`src/rtl/mic_ifu.sv`:
```
// MIC instruction fetch unit: streams bytes from the fetch memory into a small byte queue
// and presents the queue head to the datapath as MBR1 / MBR2.
module mic_ifu #(
    parameter int unsigned QDEPTH = 6
) (
    input  logic        clk_ifu,
    input  logic        reset_ifu_n,
    output logic [31:0] PC_M,
    output logic        Fetch,
    input  logic [7:0]  in_MBR,
    input  logic        pc_load,
    input  logic [31:0] pc_in,
    input  logic        consume1,
    input  logic        consume2,
    output logic [7:0]  MBR1,
    output logic        MBR1_valid,
    output logic [15:0] MBR2,
    output logic        MBR2_valid,
    output logic [31:0] imm_pc,
    output logic        underflow
);

    localparam int unsigned CW = $clog2(QDEPTH + 1);
    localparam int unsigned QW = QDEPTH * 8;

    logic [31:0]   r_fetch_pc;
    logic [31:0]   r_imm_pc;
    logic [QW-1:0] r_q;
    logic [CW-1:0] r_count;
    logic          r_underflow;

    logic [1:0]    w_adv;
    logic          w_uf_set;
    logic [CW-1:0] w_wr_idx;
    logic [QW-1:0] w_q_d;
    logic [CW-1:0] w_count_d;

    assign PC_M  = r_fetch_pc;
    assign Fetch = reset_ifu_n && !pc_load && (r_count < CW'(QDEPTH));

    always_comb begin
        w_adv    = 2'd0;
        w_uf_set = 1'b0;
        if (!pc_load) begin
            if (consume2) begin
                if (r_count >= CW'(2)) w_adv = 2'd2;
                else                   w_uf_set = 1'b1;
            end else if (consume1) begin
                if (r_count >= CW'(1)) w_adv = 2'd1;
                else                   w_uf_set = 1'b1;
            end
        end
    end

    // Bytes above count are always zero, so the fetched byte can simply be OR-ed in.
    always_comb begin
        w_wr_idx  = r_count - CW'(w_adv);
        w_q_d     = r_q >> {w_adv, 3'b000};
        if (Fetch) begin
            w_q_d = w_q_d | ({{(QW - 8){1'b0}}, in_MBR} << {w_wr_idx, 3'b000});
        end
        w_count_d = r_count - CW'(w_adv) + CW'(Fetch);
    end

    always_ff @(posedge clk_ifu or negedge reset_ifu_n) begin
        if (!reset_ifu_n) begin
            r_fetch_pc  <= 32'h0;
            r_imm_pc    <= 32'h0;
            r_q         <= '0;
            r_count     <= '0;
            r_underflow <= 1'b0;
        end else if (pc_load) begin
            r_fetch_pc <= pc_in;
            r_imm_pc   <= pc_in;
            r_q        <= '0;
            r_count    <= '0;
        end else begin
            if (Fetch) r_fetch_pc <= r_fetch_pc + 32'd1;
            r_imm_pc    <= r_imm_pc + 32'(w_adv);
            r_q         <= w_q_d;
            r_count     <= w_count_d;
            r_underflow <= r_underflow | w_uf_set;
        end
    end

    assign MBR1_valid = (r_count >= CW'(1));
    assign MBR2_valid = (r_count >= CW'(2));
    assign MBR1       = MBR1_valid ? r_q[7:0] : 8'h00;
    assign MBR2       = MBR2_valid ? {r_q[7:0], r_q[15:8]} : 16'h0000;
    assign imm_pc     = r_imm_pc;
    assign underflow  = r_underflow;

endmodule

```
`config.mk`:
```
export PLATFORM = sky130hd
export DESIGN_NAME = mic_ifu
export DESIGN_NICKNAME = d
export VERILOG_FILES = /design/src/rtl/mic_ifu.sv
export SDC_FILE = /design/constraint.sdc
export NUM_CORES = 1
export LEC_CHECK = 0
export CAP_MARGIN = 20
export CORE_MARGIN = 2
export CORE_UTILIZATION = 58
export CTS_BUF_LIST = sky130_fd_sc_hd__clkbuf_2 sky130_fd_sc_hd__clkbuf_4 sky130_fd_sc_hd__clkbuf_8
export CTS_CLUSTER_DIAMETER = 120
export DETAILED_ROUTE_END_ITERATION = 8
export PLACE_DENSITY = 0.87
export SYNTH_ARGS = -nofsm -noshare
export SYNTH_HDL_FRONTEND = slang
export SYNTH_SLANG_ARGS = --single-unit
```
`constraint.sdc`:
```
create_clock -name clk_ifu -period 4.8 [get_ports clk_ifu]
set_input_delay 0.96 -clock clk_ifu [delete_from_list [all_inputs] [get_ports clk_ifu]]
set_output_delay 0.96 -clock clk_ifu [all_outputs]
set_load 0.1 [all_outputs]
```
==> impl_summary.log <==
INFO  metric cp_data_required_time = 3.84 ns
INFO  metric yosys_register_bits = roughly 120
INFO  metric area.growth.synth_to_final = 28.7%
INFO  metric globalplace.congestion = 0.911
INFO  metric final-setup-viol-count = 0
INFO  metric p_per_area = between 300 and 400 nW/um^2
INFO  metric die_h = 111 um
INFO  metric cts_tree = yes
INFO  metric clkPwrFrac = around a third
INFO  metric ys.warnings.count = 0
INFO  metric outcome = completed
INFO  metric antenna_violations_before_repair = 0
INFO  metric synth_edf_count = 0
INFO  metric swShare = 39.5%
INFO  metric critPathArrivalTime = 2.95 ns
INFO  metric p_int = 1.97 mW
INFO  metric core-area = 11,300 um^2
INFO  metric detail_route.wirelength = 19,300 um
INFO  metric worst_path_max_delay_cell = clkdlybuf4s50_1
INFO  metric die_width = 111 um
INFO  metric place.port_buffers = 136
INFO  metric timing_worst_setup_path_type = flop to output pin
INFO  metric buffers_inserted_during_post_cts_setup_optimization = 0
INFO  metric ctsHoldBuffers = 0
INFO  metric ioPinCount = around 140
INFO  metric count_of_final_max_slew_check_failures = 0
INFO  metric achievable-frequency = 256 MHz
INFO  metric clock_path_buffers = 2
INFO  metric clk_latency = approximately 0.45 ns
INFO  metric design.final.nets = 833
INFO  metric syn_area_per_cell = around 10 um^2
INFO  metric finalHoldWorstSlack = 0.491 ns
INFO  metric final_hold_viol_count = 0
INFO  metric synthDominantCellAreaShare = 43.5%
INFO  metric detailedRoute.firstPassIterationCount = 5
INFO  metric post_synth_inst_count = ~650
INFO  metric placement_rows = 39
INFO  metric grt_setup_unrepaired = no
INFO  metric synth_cell_type_count = 55
INFO  metric cp_max_fo = 11
INFO  metric netSwitchingPower = 1.28 mW
INFO  metric grt_usage = 32.1%
INFO  metric synthArstFlopShare = 100%
INFO  metric drtAntennaViolNets = 0
INFO  metric crit_path_cell_trace = nor3_4 > inv_2 > and2_1 > clkdlybuf4s50_1
INFO  metric tightest_slew = 1.01 ns
INFO  metric cpLargestDelayFamily = buffers and inverters
INFO  metric layout.core_utilization = 75.8%
INFO  metric ctsResizeCount = 0
INFO  metric synth_top_flop_cell = dfrtp_1
INFO  metric slew_headroom = 32.5%
INFO  metric cts.htree.levels = 4
INFO  metric grt_overflow = 0
INFO  metric routed_via_density = 6.30
INFO  metric dieArea = 12,400 um^2
INFO  metric final.period_utilization = about 81%
INFO  metric num_vias = 5,917
INFO  metric slowest_delay = a little under 1 ns
INFO  metric seq_power_share = a little over a third
INFO  metric first_global_vias = 6,049
INFO  metric grt_pass1_wl = between 30,000 and 40,000 um
INFO  metric hold_path.class = flop to flop
INFO  metric mappedNetlistNets = 697
INFO  metric report.power.total = 3.25 mW
INFO  metric drive_gt1_share = 14.3%
INFO  metric tritoncts.num_buffers = 17
INFO  metric syn-cell-area = 6670 um^2
INFO  metric critical_path_buffer_and_inverter_count = 2
INFO  metric finalWorstPathRequiredPeriod = roughly 3.9 ns
INFO  metric grt_start_max_net_pins = 66
INFO  metric drt_drc_violations_left = 0
INFO  metric hpwl = 13,200 um
INFO  metric clk_pin_slew = 0.07 ns
INFO  metric finalClockSkew = 0.0100 ns
INFO  metric endpoint_kind = output pin
INFO  metric clock-root-buffer = clkbuf_8
INFO  metric initialDrtViolationCount = 641
INFO  metric critical_path_launch_point_type = flop
INFO  metric synth_seq_area_share = between 40% and 50%
INFO  metric vdd_ir_drop_max = around 0.25 mV
INFO  metric routedWlPerCell = approximately 20 um
INFO  metric numClockSinks = 116
INFO  metric drv.max_cap_violation_count = 0
INFO  metric start_util = 58.9%
INFO  metric leakage = 3.48 nW
INFO  metric num_antenna_cells = 0
INFO  metric synth.top_cells.by_area = dfrtp_1 (44%), mux2_2 (6.1%), mux4_2 (5.4%), xor2_1 (4.1%), xnor2_1 (3.8%)
INFO  metric timing.setup.tns = 0 ns
INFO  metric netlist.top_cell.by_area = dfrtp_1
INFO  metric combinationalPowerShare = 32.1%
==> cell usage after synthesis (all sizes together) (6+ instances only) <==
library cell and instances:
a21boi 26, a21oi 46, a22o 7, a22oi 15, and2 9, and3 8
buf 13, clkbuf 19, dfrtp 116, inv 12, mux2 36, mux2i 9
mux4 16, nand2 51, nand2b 14, nand3 21, nand4 32, nor2 47
nor2b 20, nor3 7, nor4 6, o21ai 25, xnor2 29, xor2 31
==> flip-flops by register name, summed over array words and instances (netlist names) <==
register / cells
r_count: 3
imm_pc: 32
underflow: 1
PC_M: 32
r_q: 48
==> routing by layer <==
metal | GRT usage, % | routed length [um] | vias up
met4 | 13.9 | 697 | 0
met5 | 0 | 0 | -
met2 | 50.8 | 9400 | 353
li1 | - | - | 2602
met3 | 7.27 | 1610 | 68
met1 | 42.7 | 7540 | 2894
==> cell usage in the layout, fill, tap and decap left out, drive strengths merged, types with 6 or more instances in the layout <==
cell | netlist | final
mux2i | 9 | 9
a21oi | 46 | 46
clkdlybuf4s50 | 0 | 133
nor2 | 47 | 47
inv | 12 | 12
nand2b | 14 | 14
xnor2 | 29 | 29
nand4 | 32 | 32
nor4 | 6 | 6
a21boi | 26 | 26
o21ai | 25 | 25
nor3 | 7 | 7
mux2 | 36 | 36
a22oi | 15 | 15
xor2 | 31 | 31
dfrtp | 116 | 116
clkbuf | 19 | 18
and2 | 9 | 9
and3 | 8 | 8
mux4 | 16 | 16
nand2 | 51 | 51
buf | 13 | 16
nor2b | 20 | 20
a22o | 7 | 7
nand3 | 21 | 21
==> path summary, 6_finish.rpt <==
kind / start / end / slack (ns) / depth (start not counted)
worst max-delay path: r_count[2]$_DFF_PN0_ / MBR1[7] / 0.89 / 4
worst min-delay path: underflow$_DFFE_PN0N_ / underflow$_DFFE_PN0N_ / 0.49 / 1
worst max register to register: r_count[2]$_DFF_PN0_ / r_q[32]$_DFF_PN0_ / 1.65 / 9
worst min register to register: underflow$_DFFE_PN0N_ / underflow$_DFFE_PN0N_ / 0.49 / 1
max in group asynchronous: reset_ifu_n / imm_pc[19]$_DFF_PN0_ / 2.96 / 2
min in group asynchronous: reset_ifu_n / r_q[28]$_DFF_PN0_ / 0.57 / 1
==> power by group through the flow <==
stage	clock network [mW]	registers, mW	logic, mW
6_report	1.05	1.16	1.04
5_1_grt	1.10	1.17	1.09
4_1_cts	1.05	1.16	1.04
3_5_place_dp	0	1.17	1.04
3_3_place_gp	0	1.16	1.02
2_1_floorplan	0	1.54	0.363
==> stage by stage <==
stage	worst slack (ns)	instances	instance area [um^2]
after global placement	0.966	907	8120
after detailed placement	0.892	907	8120
after global routing	0.809	939	8580
after CTS	0.903	939	8580
after floorplan	1.06	647	6670
final	0.894	939	8580
==> logic make-up (layout without fill, tap and decap cells) <==
group	count (synthesis)	after routing	share of synthesized area, %
simple gates	226	226	18.3
compound gates	135	135	13.0
flops	116	116	43.5
mux	61	61	12.8
xor+xnor	60	60	7.88
buf+inv	44	193	3.28
fa+ha+maj	5	5	1.16
==> final cells by class <==
class                      instances  area (um^2)
inverter                          12         45.0
multi-input combinational        487         3550
fill                             731         2740
timing repair buffer             149         1450
clock inverter                    14          209
clock buffer                      18          248
tap                              143          179
sequential                       116         2900
Note: power is estimated with default switching activity, not from simulation.
